[src/rtl/gp_decode_stage.sv]
// Registered decode stage: turns 16-bit MAK-8 instructions into control and field outputs.
// Vector instructions are issued as VLANES per-lane micro-ops, one per cycle.
module gp_decode_stage #(
  parameter int DATA_W = 16,
  parameter int VLANES = 4,
  localparam int LANE_W = (VLANES > 1) ? $clog2(VLANES) : 1
) (
  input  logic              clk,
  input  logic              rst_n,
  input  logic              flush,
  input  logic              in_valid,
  output logic              in_ready,
  input  logic [15:0]       in_instr,
  input  logic [15:0]       in_pc,
  output logic              out_valid,
  input  logic              out_ready,
  output logic [15:0]       out_pc,
  output logic [3:0]        out_opcode,
  output logic [2:0]        out_rd,
  output logic [2:0]        out_rs1,
  output logic [2:0]        out_rs2,
  output logic [2:0]        out_func,
  output logic [DATA_W-1:0] out_imm,
  output logic              out_reg_write,
  output logic              out_vector_write,
  output logic              out_mem_read,
  output logic              out_mem_write,
  output logic              out_branch,
  output logic              out_jump,
  output logic              out_alu_src_imm,
  output logic              out_is_vector,
  output logic [3:0]        out_alu_op,
  output logic [LANE_W-1:0] out_lane,
  output logic              out_last,
  output logic              out_illegal
);

  typedef enum logic {EMPTY, HOLD} state_t;

  typedef struct packed {
    logic [15:0]       pc;
    logic [3:0]        opcode;
    logic [2:0]        rd;
    logic [2:0]        rs1;
    logic [2:0]        rs2;
    logic [2:0]        func;
    logic [DATA_W-1:0] imm;
    logic              reg_write;
    logic              vector_write;
    logic              mem_read;
    logic              mem_write;
    logic              branch;
    logic              jump;
    logic              alu_src_imm;
    logic              is_vector;
    logic [3:0]        alu_op;
    logic              illegal;
  } uop_t;

  state_t            state;
  uop_t              dec;
  uop_t              uop;
  logic [LANE_W-1:0] lane;
  logic              last_lane;
  logic              accept;
  logic              advance;

  always_comb begin
    dec        = '0;
    dec.pc     = in_pc;
    dec.opcode = in_instr[15:12];
    dec.rd     = in_instr[11:9];
    dec.rs1    = in_instr[8:6];
    dec.rs2    = in_instr[5:3];
    dec.func   = in_instr[2:0];
    case (in_instr[15:12])
      4'b0000: begin
        dec.reg_write = 1'b1;
        dec.alu_op    = {1'b0, in_instr[2:0]};
      end
      4'b0001: begin
        dec.reg_write   = 1'b1;
        dec.alu_src_imm = 1'b1;
        dec.imm         = {{(DATA_W-6){in_instr[5]}}, in_instr[5:0]};
      end
      4'b0111: begin
        dec.reg_write   = 1'b1;
        dec.mem_read    = 1'b1;
        dec.alu_src_imm = 1'b1;
        dec.imm         = {{(DATA_W-6){in_instr[5]}}, in_instr[5:0]};
      end
      4'b1000: begin
        dec.mem_write   = 1'b1;
        dec.alu_src_imm = 1'b1;
        dec.imm         = {{(DATA_W-6){in_instr[5]}}, in_instr[5:0]};
      end
      4'b1001: begin
        dec.branch = 1'b1;
        dec.alu_op = 4'b0001;
        dec.imm    = {{(DATA_W-9){in_instr[8]}}, in_instr[8:0]};
      end
      4'b1010: begin
        dec.jump = 1'b1;
        dec.imm  = {{(DATA_W-12){in_instr[11]}}, in_instr[11:0]};
      end
      4'b1011: begin
        dec.is_vector    = 1'b1;
        dec.vector_write = 1'b1;
      end
      default: dec.illegal = 1'b1;
    endcase
  end

  assign last_lane = !uop.is_vector || (lane == LANE_W'(VLANES - 1));
  assign out_valid = (state == HOLD);
  assign out_last  = out_valid && last_lane;
  assign in_ready  = rst_n && !flush && ((state == EMPTY) || (out_ready && out_last));
  assign accept    = in_valid && in_ready;
  assign advance   = out_valid && out_ready;

  // Leaving HOLD clears the held micro-op so idle outputs read as zero, matching reset.
  always_ff @(posedge clk or negedge rst_n) begin
    if (!rst_n) begin
      state <= EMPTY;
      uop   <= '0;
      lane  <= '0;
    end else if (flush) begin
      state <= EMPTY;
      uop   <= '0;
      lane  <= '0;
    end else if (accept) begin
      state <= HOLD;
      uop   <= dec;
      lane  <= '0;
    end else if (advance) begin
      if (last_lane) begin
        state <= EMPTY;
        uop   <= '0;
        lane  <= '0;
      end else begin
        lane <= lane + LANE_W'(1);
      end
    end
  end

  assign out_pc           = uop.pc;
  assign out_opcode       = uop.opcode;
  assign out_rd           = uop.rd;
  assign out_rs1          = uop.rs1;
  assign out_rs2          = uop.rs2;
  assign out_func         = uop.func;
  assign out_imm          = uop.imm;
  assign out_reg_write    = uop.reg_write;
  assign out_vector_write = uop.vector_write;
  assign out_mem_read     = uop.mem_read;
  assign out_mem_write    = uop.mem_write;
  assign out_branch       = uop.branch;
  assign out_jump         = uop.jump;
  assign out_alu_src_imm  = uop.alu_src_imm;
  assign out_is_vector    = uop.is_vector;
  assign out_alu_op       = uop.alu_op;
  assign out_illegal      = uop.illegal;
  assign out_lane         = lane;

endmodule

[config.mk]
export PLATFORM = sky130hd
export DESIGN_NAME = gp_decode_stage
export DESIGN_NICKNAME = d
export VERILOG_FILES = /design/src/rtl/gp_decode_stage.sv
export SDC_FILE = /design/constraint.sdc
export NUM_CORES = 1
export LEC_CHECK = 0
export CORE_MARGIN = 2
export CORE_UTILIZATION = 50
export DETAILED_ROUTE_END_ITERATION = 6
export DONT_BUFFER_PORTS = 1
export PLACE_DENSITY = 0.77
export SYNTH_ARGS = -nofsm -noshare
export SYNTH_HDL_FRONTEND = slang
export SYNTH_SLANG_ARGS = --single-unit
[constraint.sdc]
create_clock -name clk -period 3.5 [get_ports clk]
set_clock_uncertainty 0.05 [all_clocks]
set_input_delay 0.7 -clock clk [delete_from_list [all_inputs] [get_ports clk]]
set_output_delay 0.7 -clock clk [all_outputs]
set_load 0.02 [all_outputs]
==> results of run 1 <==
-- routing by layer --
metal / vias up / global-route usage [%] / wire length (um)
met5: - / 0 / 0
met4: 0 / 10.3 / 122
met2: 93 / 33.0 / 2860
met3: 12 / 6.91 / 583
met1: 858 / 26.1 / 2380
li1: 717 / - / -
-- final cells by class --
type | count | share of cell area [%]
inverters | 2 | 0.279
repair buffers | 8 | 2.70
flip-flops and latches | 58 | 53.9
clock buffers | 12 | 5.39
well taps | 67 | 3.11
clock inverters | 3 | 1.49
multi-input cells | 111 | 33.1
-- logic make-up after synthesis --
| group | after synthesis |
|---|---|
| multiplexers | 1 |
| flip-flops | 58 |
| buffers and inverters | 22 |
| AND/OR/NAND/NOR | 39 |
| other | 1 |
| XOR/XNOR | 1 |
| AO/OA/AOI/OAI | 68 |
| adder cells (fa/ha/maj) | 1 |
-- power groups by stage --
stage | registers [mW] | clock network [mW] | logic (mW)
2_1_floorplan | 0.749 | 0 | 0.0811
3_3_place_gp | 0.755 | 0 | 0.0742
3_5_place_dp | 0.756 | 0 | 0.0785
4_1_cts | 0.744 | 0.598 | 0.0839
5_1_grt | 0.747 | 0.635 | 0.102
6_report | 0.744 | 0.584 | 0.0929
-- timing repair --
item | in CTS | in global routing
gates resized for setup | 0 | 0
hold buffers | 2 | 3
endpoints found under the hold margin | 14 | 16
setup endpoints to repair | 0 | 0
-- layout by cell type (no fill, tap or decap), drive strengths merged, types with 4 or more instances in the layout --
master / count
a21oi: 4
dlygate4sd3: 5
a32o: 4
dfrtp: 58
nand2: 11
nor3: 5
clkbuf: 12
nand3: 4
o21ai: 5
a22o: 43
-- final timing paths --
| path | start | end | slack, ns | cells after the start |
|---|---|---|---|---|
| max in group asynchronous | rst_n | out_vector_write | 2.02 | 1 |
| setup reg to reg | out_lane[0] | out_imm[10] | 1.27 | 5 |
| hold reg to reg | out_opcode[3] | out_opcode[3] | 0.59 | 2 |
| min in group clk | flush | out_lane[1] | 0.40 | 1 |
| setup / recovery | out_lane[0] | in_ready | 0.72 | 4 |
| hold / removal | rst_n | out_alu_op[1] | 0.02 | 0 |
-- synthesized netlist by cell type, types with 2 or more instances --
| cell | instances |
|---|---|
| a221o_2 | 3 |
| nor3b_1 | 2 |
| nor2_1 | 3 |
| nand2_1 | 11 |
| a22o_1 | 8 |
| nor2b_1 | 3 |
| o21ai_0 | 5 |
| and3b_1 | 2 |
| buf_2 | 3 |
| dfrtp_1 | 58 |
| a32o_1 | 4 |
| o31ai_1 | 2 |
| a22o_2 | 35 |
| buf_6 | 5 |
| nor3_1 | 4 |
| inv_1 | 2 |
| nand3_1 | 4 |
| clkbuf_1 | 6 |
| a21oi_1 | 4 |
| buf_4 | 6 |
-- stage by stage --
| step | setup WS [ns] | std cells | utilization [%] |
|---|---|---|---|
| floorplan | 1.22 | 191 | - |
| global placement | 1.14 | 241 | 51.7 |
| detailed placement | 1.08 | 241 | 51.7 |
| CTS | 0.706 | 258 | 56.0 |
| global route | 0.613 | 261 | 56.6 |
| finish | 0.721 | 261 | 56.6 |
-- worst max-delay path, delay by kind of cell (launching register included) --
family	cells	cell delay, ns
AND/OR/NAND/NOR	2	0.85
flip-flops	1	0.50
adder cells (fa/ha/maj)	1	0.19
AO/OA/AOI/OAI	1	0.17
-- state kept, by name, indices dropped and copies added, names as in the netlist, 2 cells and up --
signal	cells
out_pc	16
out_imm	12
out_opcode	4
out_alu_op	3
out_func	3
out_rd	3
out_rs1	3
out_rs2	3
out_lane	2
==> results.json, run 1 <==
{
  "status": "completed",
  "synth_cell_types": 41,
  "synth_cells": 191,
  "dr_total_vias": 1680,
  "cp_cell_sequence": "ha_1 > nand2b_1 > a21boi_2 > nor3b_1",
  "worstSetupPathType": "flip-flop to primary output",
  "synth_compound_area_share_pct": 25.4,
  "endpoint_kind": "primary output",
  "yosys.area_share.simple_pct": 8.95,
  "grt_setup_unrepaired": "no",
  "fp-row-count": 25,
  "firstDrtPassIters": 4,
  "grt_pass1_wl_um": 8590,
  "multi_input_area_um2": 892,
  "fin_area_mm2": 0.00269,
  "area_delta_synth_final_pct": 8.25,
  "vdd_drop_max_mv": 0.212,
  "p_int_mw": 1.07,
  "whs_ns": 0.0186,
  "tns_ns": 0,
  "relSlewSlack_pct": 39.2,
  "antenna_left": 0,
  "regArea_mm2": 0.00145,
  "clock_sinks": 58,
  "ys_top_cells_by_area": "dfrtp_1 58%, a22o_2 14%, a22o_1 2.8%",
  "power.total_mw": 1.42,
  "worstPathMaxFanout": 7,
  "grt_start_max_net_pins": 56,
  "cts_setup_buffers": 0,
  "synth_edf_count": 0,
  "clockBufferDepth": 2,
  "start_util_pct": 52.3,
  "setup_violations": 0,
  "gp_congestion": 0.754,
  "max_freq_ghz": 0.360,
  "avgViaCountPerCell": 6.44,
  "core_mm2": 0.00475,
  "drc": 0,
  "synthAdderAreaFrac_pct": 0.503,
  "p_sw_uw": 347,
  "slew_viol_final": 0,
  "cts_buffers": 9,
  "port_buffers": 0,
  "hold_path.class": "input pin to async pin",
  "die_x_um": 74.5,
  "dieArea_mm2": 0.00555,
  "leakage_nw": 1.25,
  "yosysTopAreaCellShare_pct": 58.4,
  "synth_area_mm2": 0.00249,
  "maxCapViolations": 0,
  "wl_per_cell_um": 22.8,
  "period_share_pct": 79.4,
  "synth_xor_area_share_pct": 0.352,
  "critPathSlowestCell": "nor3b_1",
  "cts_tree": "built",
  "crit_required_ns": 2.75,
  "synth_flop_cell": "dfrtp_1",
  "hold_violations": 0,
  "synth_top_family_by_area": "compound AO/OA/AOI/OAI gates",
  "clockPowerShare_pct": 41.1,
  "ys_async_sr_fraction_pct": 100,
  "antenna_found_initial": 0,
  "period_minus_slack_ns": 2.78,
  "arrival_ns": 2.03,
  "startpoint_type": "flip-flop",
  "clk_latency_ns": 0.33,
  "clkSlewWorstSetupHoldPaths_ns": 0.06,
  "ys_seq_area_share_pct": 58.4,
  "num-fill-cells": 395,
  "dp_hpwl_um": 3750,
  "slowest_delay_ns": 0.59,
  "layout.nets": 228,
  "track_usage_pct": 21.0,
  "io_pins": 103,
  "synth_fp_nets": 229,
  "clock-root-buffer": "clkbuf_8",
  "htree_num_levels": 3,
  "fp.dieH_um": 74.5,
  "yosys.area.top_type": "dfrtp_1",
  "power.share.switching_pct": 24.4,
  "grt_pass1_vias": 1701,
  "ys_seq_elements": 58,
  "cellPowerDensity_mw_per_mm2": 528,
  "place_area_mm2": 0.00246,
  "layout-drive-gt1-share_pct": 30.9,
  "synth_warnings": 0,
  "synth_area_per_cell_um2": 13.0,
  "grt_overflow_total": 0,
  "synthMuxAreaShare_pct": 0.402,
  "diodes": 0,
  "routed_wl_um": 5950,
  "seq_power_share_pct": 52.4,
  "p_comb_share_pct": 6.5,
  "first_iter_violations": 73,
  "tightest_slew_ns": 0.912
}
Note: power is estimated with default switching activity, not from simulation.
==> inputs of run 2 (changes only) <==
--- a/config.mk
+++ b/config.mk
@@ -5,6 +5,7 @@
 export SDC_FILE = /design/constraint.sdc
 export NUM_CORES = 1
 export LEC_CHECK = 0
+export ABC_AREA = 1
 export CORE_MARGIN = 2
 export CORE_UTILIZATION = 50
 export DETAILED_ROUTE_END_ITERATION = 6
==> constraint.sdc (replaced) <==
create_clock -name clk -period 2.8 [get_ports clk]
set_clock_uncertainty 0.05 [all_clocks]
set_input_delay 0.56 -clock clk [delete_from_list [all_inputs] [get_ports clk]]
set_output_delay 0.56 -clock clk [all_outputs]
set_load 0.02 [all_outputs]
==> run 2 against run 1 <==
Effect of this change: sequential power rose by 26%; sequential share of layout area down 6.0 points; core utilization shrank 2.0 points; first-iteration DRC count grew 120%; final area increased by 12%; routed wire length is 15% higher; critical path type unchanged; largest cell class unchanged.
==> results.json, run 2 <==
{
  "status": "completed",
  "routed_wl_um": 6850,
  "relSlewSlack_pct": 37.3,
  "cts_tree": "built",
  "die_x_um": 79.9,
  "grt_start_max_net_pins": 59,
  "start_util_pct": 52.0,
  "ys_seq_elements": 58,
  "dp_hpwl_um": 4380,
  "place_area_mm2": 0.00281,
  "startpoint_type": "flip-flop",
  "cp_cell_sequence": "ha_1 > inv_1 > a21boi_0",
  "layout-drive-gt1-share_pct": 9.22,
  "synth_area_per_cell_um2": 8.03,
  "yosysTopAreaCellShare_pct": 50.3,
  "endpoint_kind": "primary output",
  "critPathSlowestCell": "a21boi_0",
  "slowest_delay_ns": 0.55,
  "leakage_nw": 1.72,
  "firstDrtPassIters": 4,
  "clkSlewWorstSetupHoldPaths_ns": 0.07,
  "htree_num_levels": 3,
  "antenna_left": 0,
  "clock_sinks": 58,
  "grt_setup_unrepaired": "no",
  "antenna_found_initial": 0,
  "io_pins": 103,
  "synth_area_mm2": 0.00288,
  "dr_total_vias": 2348,
  "clock-root-buffer": "clkbuf_8",
  "synth_warnings": 0,
  "grt_pass1_wl_um": 10900,
  "ys_top_cells_by_area": "dfrtp_1 50%, nand2_1 19%, nand4_1 12%",
  "clockBufferDepth": 2,
  "tightest_slew_ns": 0.939,
  "drc": 0,
  "final_cell_mix": "146 x nand2_1, 58 x dfrtp_1, 55 x nand4_1",
  "slew_viol_final": 0,
  "vdd_drop_max_mv": 0.284,
  "ys_async_sr_fraction_pct": 100,
  "area_delta_synth_final_pct": 5.03,
  "crit_required_ns": 2.19,
  "worstSetupPathType": "flip-flop to primary output",
  "synth_commonest_cells": "146 x nand2_1, 58 x dfrtp_1, 55 x nand4_1",
  "synth_cell_types": 22,
  "rr_startpoint": "out_lane[0]",
  "worstPathMaxFanout": 4,
  "diodes": 0,
  "fp-row-count": 27,
  "cts_buffers": 9,
  "period_share_pct": 80.2,
  "ys_seq_area_share_pct": 50.3,
  "hold_path.class": "input pin to async pin",
  "first_iter_violations": 160,
  "port_buffers": 0,
  "crit_family": "compound AO/OA/AOI/OAI gates",
  "avgViaCountPerCell": 5.60,
  "core_mm2": 0.00554,
  "yosys.area.top_type": "dfrtp_1",
  "critical_path.startpoint": "out_lane[0]",
  "layout_commonest_cell": "nand2_1",
  "track_usage_pct": 22.6,
  "synth_cells": 359,
  "crit_buf_inv": 1,
  "fp.dieH_um": 79.9,
  "clk_latency_ns": 0.33,
  "cellPowerDensity_mw_per_mm2": 609,
  "grt_pass1_vias": 2243,
  "gp_congestion": 0.788,
  "synth_flop_cell": "dfrtp_1",
  "arrival_ns": 1.64,
  "fin_area_mm2": 0.00303,
  "wl_per_cell_um": 16.3,
  "grt_overflow_total": 0,
  "synth_edf_count": 0,
  "setup_violations": 0,
  "period_minus_slack_ns": 2.25,
  "layout.nets": 382,
  "hold_violations": 0,
  "maxCapViolations": 0,
  "max_freq_ghz": 0.445,
  "synth_fp_nets": 397,
  "tns_ns": 0,
  "largest_register_ffs": 16,
  "yosysMostFrequentCell": "nand2_1",
  "dieArea_mm2": 0.00639
}
## run 2: final timing paths
kind	endpoint	slack (ns)	depth (start not counted)
worst max-delay path	out_last	0.55	3
worst min-delay path	out_pc[3]	0.03	1
worst max register to register	out_lane[0]	0.77	9
worst min register to register	out_opcode[1]	0.61	2
max in group asynchronous	out_opcode[0]	2.39	1
min in group clk	out_valid	0.28	1
## run 2: layer usage
| layer | vias to the layer above | part of all wire [%] | global-route usage, % |
|---|---|---|---|
| met5 | - | 0 | 0 |
| met4 | 0 | 1.8 | 10.5 |
| met3 | 11 | 7.8 | 8.48 |
| met2 | 83 | 47 | 35.3 |
| met1 | 1104 | 44 | 27.5 |
| li1 | 1150 | - | - |
## run 2: kinds of logic after synthesis
logic type,Yosys count,share of synthesized area (%)
AO/OA/AOI/OAI,4,0.868
buffers and inverters,53,9.77
adder cells (fa/ha/maj),1,0.434
flip-flops,58,50.3
other,1,0.130
AND/OR/NAND/NOR,242,38.5
## run 2: cell type report
class / count / area (um2)
Sequential cell: 58 / 1450
Multi-Input combinational cell: 248 / 1150
Timing Repair Buffer: 6 / 65.1
Fill cell: 538 / 2510
Clock inverter: 3 / 40.0
Clock buffer: 11 / 151
Inverter: 21 / 80.1
Tap cell: 72 / 90.1
## run 2: where the power goes
group          internal (mW)  switching [mW]  total [mW]
combinational         0.0382           0.110       0.148
sequential             0.871          0.0692       0.940
clock                  0.446           0.310       0.756
## run 2: stage by stage
stage | power (mW) | utilization, % | hold WS [ns] | worst slack [ns] | instances
after CTS | 1.87 | 54.7 | 0.0291 | 0.519 | 419
after detailed placement | 1.08 | 50.7 | 0.216 | 0.792 | 404
after floorplan | 1.07 | - | 0.214 | 1.01 | 359
after global placement | 1.08 | 50.7 | 0.216 | 0.867 | 404
after global routing | 1.92 | 54.7 | 0.0366 | 0.436 | 419
final | 1.84 | 54.7 | 0.0259 | 0.555 | 419
## run 2: timing repair
action	4_1_cts	5_1_grt
endpoints found under the hold margin	58	0
gates resized for setup	0	0
hold buffers	1	0
buffers inserted	0	0
==> inputs of run 3 (changes only) <==
==> constraint.sdc (replaced) <==
create_clock -name clk -period 2.3 [get_ports clk]
set_clock_uncertainty 0.05 [all_clocks]
set_input_delay 0.46 -clock clk [delete_from_list [all_inputs] [get_ports clk]]
set_output_delay 0.46 -clock clk [all_outputs]
set_load 0.02 [all_outputs]
==> run 3 against run 2 <==
Effect of this change: non-clock buffer count grew 5; die area is the same; core utilization is 1.5 points higher; first-iteration DRC count rose by 54%; sequential share of layout area down 1.3 points; worst setup slack worse by 0.33 ns; global-route usage grew 1.1 points; combinational power grew 32%; register-to-register slack got worse by 0.51 ns; routed wire length grew 4.7%; critical endpoint is now in_ready; largest power group unchanged.
==> results.json, run 3 (synthesized netlist as in run 2, its figures left out) <==
{
  "layout_commonest_cell": "nand2_1",
  "fp.dieH_um": 79.9,
  "grt_pass1_vias": 2265,
  "max_freq_ghz": 0.481,
  "cts_buffers": 9,
  "start_util_pct": 52.0,
  "worstPathMaxFanout": 4,
  "dr_total_vias": 2429,
  "area_delta_synth_final_pct": 7.86,
  "slew_viol_final": 0,
  "slowest_delay_ns": 0.49,
  "core_mm2": 0.00554,
  "worst_slack_ns": 0.222,
  "layout-drive-gt1-share_pct": 10.2,
  "post-route-util_pct": 56.1,
  "dp_hpwl_um": 4630,
  "antenna_found_initial": 0,
  "first_iter_violations": 247,
  "port_buffers": 0,
  "crit_family": "flip-flops",
  "grt_setup_unrepaired": "no",
  "grt_pass1_wl_um": 11600,
  "clk_latency_ns": 0.33,
  "clock-root-buffer": "clkbuf_8",
  "die_x_um": 79.9,
  "cellPowerDensity_mw_per_mm2": 754,
  "endpoint_kind": "primary output",
  "largest_register_ffs": 16,
  "wl_per_cell_um": 16.8,
  "drc": 0,
  "critPathSlowestCell": "dfrtp_1",
  "crit_required_ns": 1.79,
  "grt_overflow_total": 0,
  "setup_violations": 0,
  "post-place-ws_ns": 0.158,
  "grt_start_max_net_pins": 59,
  "hold_path.class": "input pin to flip-flop",
  "antenna_left": 0,
  "hold_violations": 0,
  "whs_ns": 0.188,
  "dieArea_mm2": 0.00639,
  "startpoint_type": "flip-flop",
  "io_pins": 103,
  "final_cell_mix": "146 x nand2_1, 58 x dfrtp_1, 55 x nand4_1",
  "tightest_slew_ns": 0.737,
  "cp_cell_sequence": "ha_1 > inv_1 > nand2_1 > nand2_2 > nand2_2 > nand2_1 > inv_1",
  "fp-row-count": 27,
  "layout.nets": 387,
  "track_usage_pct": 23.6,
  "period_minus_slack_ns": 2.08,
  "diodes": 0,
  "htree_num_levels": 3,
  "tns_ns": 0,
  "crit_buf_inv": 2,
  "routed_wl_um": 7170,
  "firstDrtPassIters": 5,
  "status": "completed",
  "gp_congestion": 0.756,
  "vdd_drop_max_mv": 0.392,
  "maxCapViolations": 0,
  "power.total_mw": 2.35,
  "relSlewSlack_pct": 50.7,
  "cts_tree": "built",
  "leakage_nw": 1.76,
  "clkSlewWorstSetupHoldPaths_ns": 0.06,
  "clockBufferDepth": 2,
  "worstSetupPathType": "flip-flop to primary output",
  "period_share_pct": 90.3,
  "clock_sinks": 58,
  "avgViaCountPerCell": 5.70,
  "arrival_ns": 1.57
}
[run 3: changes by cell type in the layout (fill, tap and decap cells not counted), sizes merged]
| cell | previous run | this run |
|---|---|---|
| buf | 6 | 10 |
| clkinv | 3 | 1 |
| dlygate4sd3 | 0 | 1 |
| clkbuf | 11 | 15 |
[run 3: path summary, 6_finish.rpt]
kind	startpoint	slack, ns	endpoint	cells after the start
setup / recovery	out_lane[0]	0.22	in_ready	7
hold / removal	flush	0.19	out_valid	1
setup reg to reg	out_lane[0]	0.26	out_vector_write	10
hold reg to reg	out_imm[14]	0.50	out_imm[14]	2
max in group asynchronous	rst_n	1.35	out_imm[6]	2
min in group asynchronous	rst_n	0.59	out_func[2]	2
[run 3: cell type report]
cell class	instances	area (um2)
Clock buffer	15	186
Clock inverter	1	30.0
Fill cell	528	2430
Inverter	21	80.1
Multi-Input combinational cell	248	1150
Sequential cell	58	1450
Tap cell	72	90.1
Timing Repair Buffer	11	121
[run 3: layer usage]
metal	track usage [%]	part of all wire [%]	wire length, um	vias to the layer above
li1	-	-	-	1159
met1	31.6	40	2890	1150
met2	35.0	48	3430	111
met3	9.62	11	782	9
met4	7.63	1.1	78	0
met5	0	0	0	-
[run 3: through the flow]
step / area [um2] / cells
floorplan: 2880 / 359
global placement: 2850 / 408
detailed placement: 2850 / 408
CTS: 3110 / 426
global route: 3110 / 426
finish: 3110 / 426
[run 3: what timing repair did]
| item | 4_1_cts | 5_1_grt |
|---|---|---|
| setup endpoints to repair | 0 | 15 |
| resized for setup | 0 | 1 |
| buffers inserted | 0 | 0 |
| hold buffers | 2 | 0 |
| endpoints found under the hold margin | 58 | 0 |
[run 3: report_power, final]
part | switching, mW | internal [mW] | total, mW | leakage, nW
logic | 0.143 | 0.0538 | 0.196 | 0.856
registers | 0.0809 | 1.06 | 1.14 | 0.796
clock network | 0.388 | 0.620 | 1.01 | 0.110
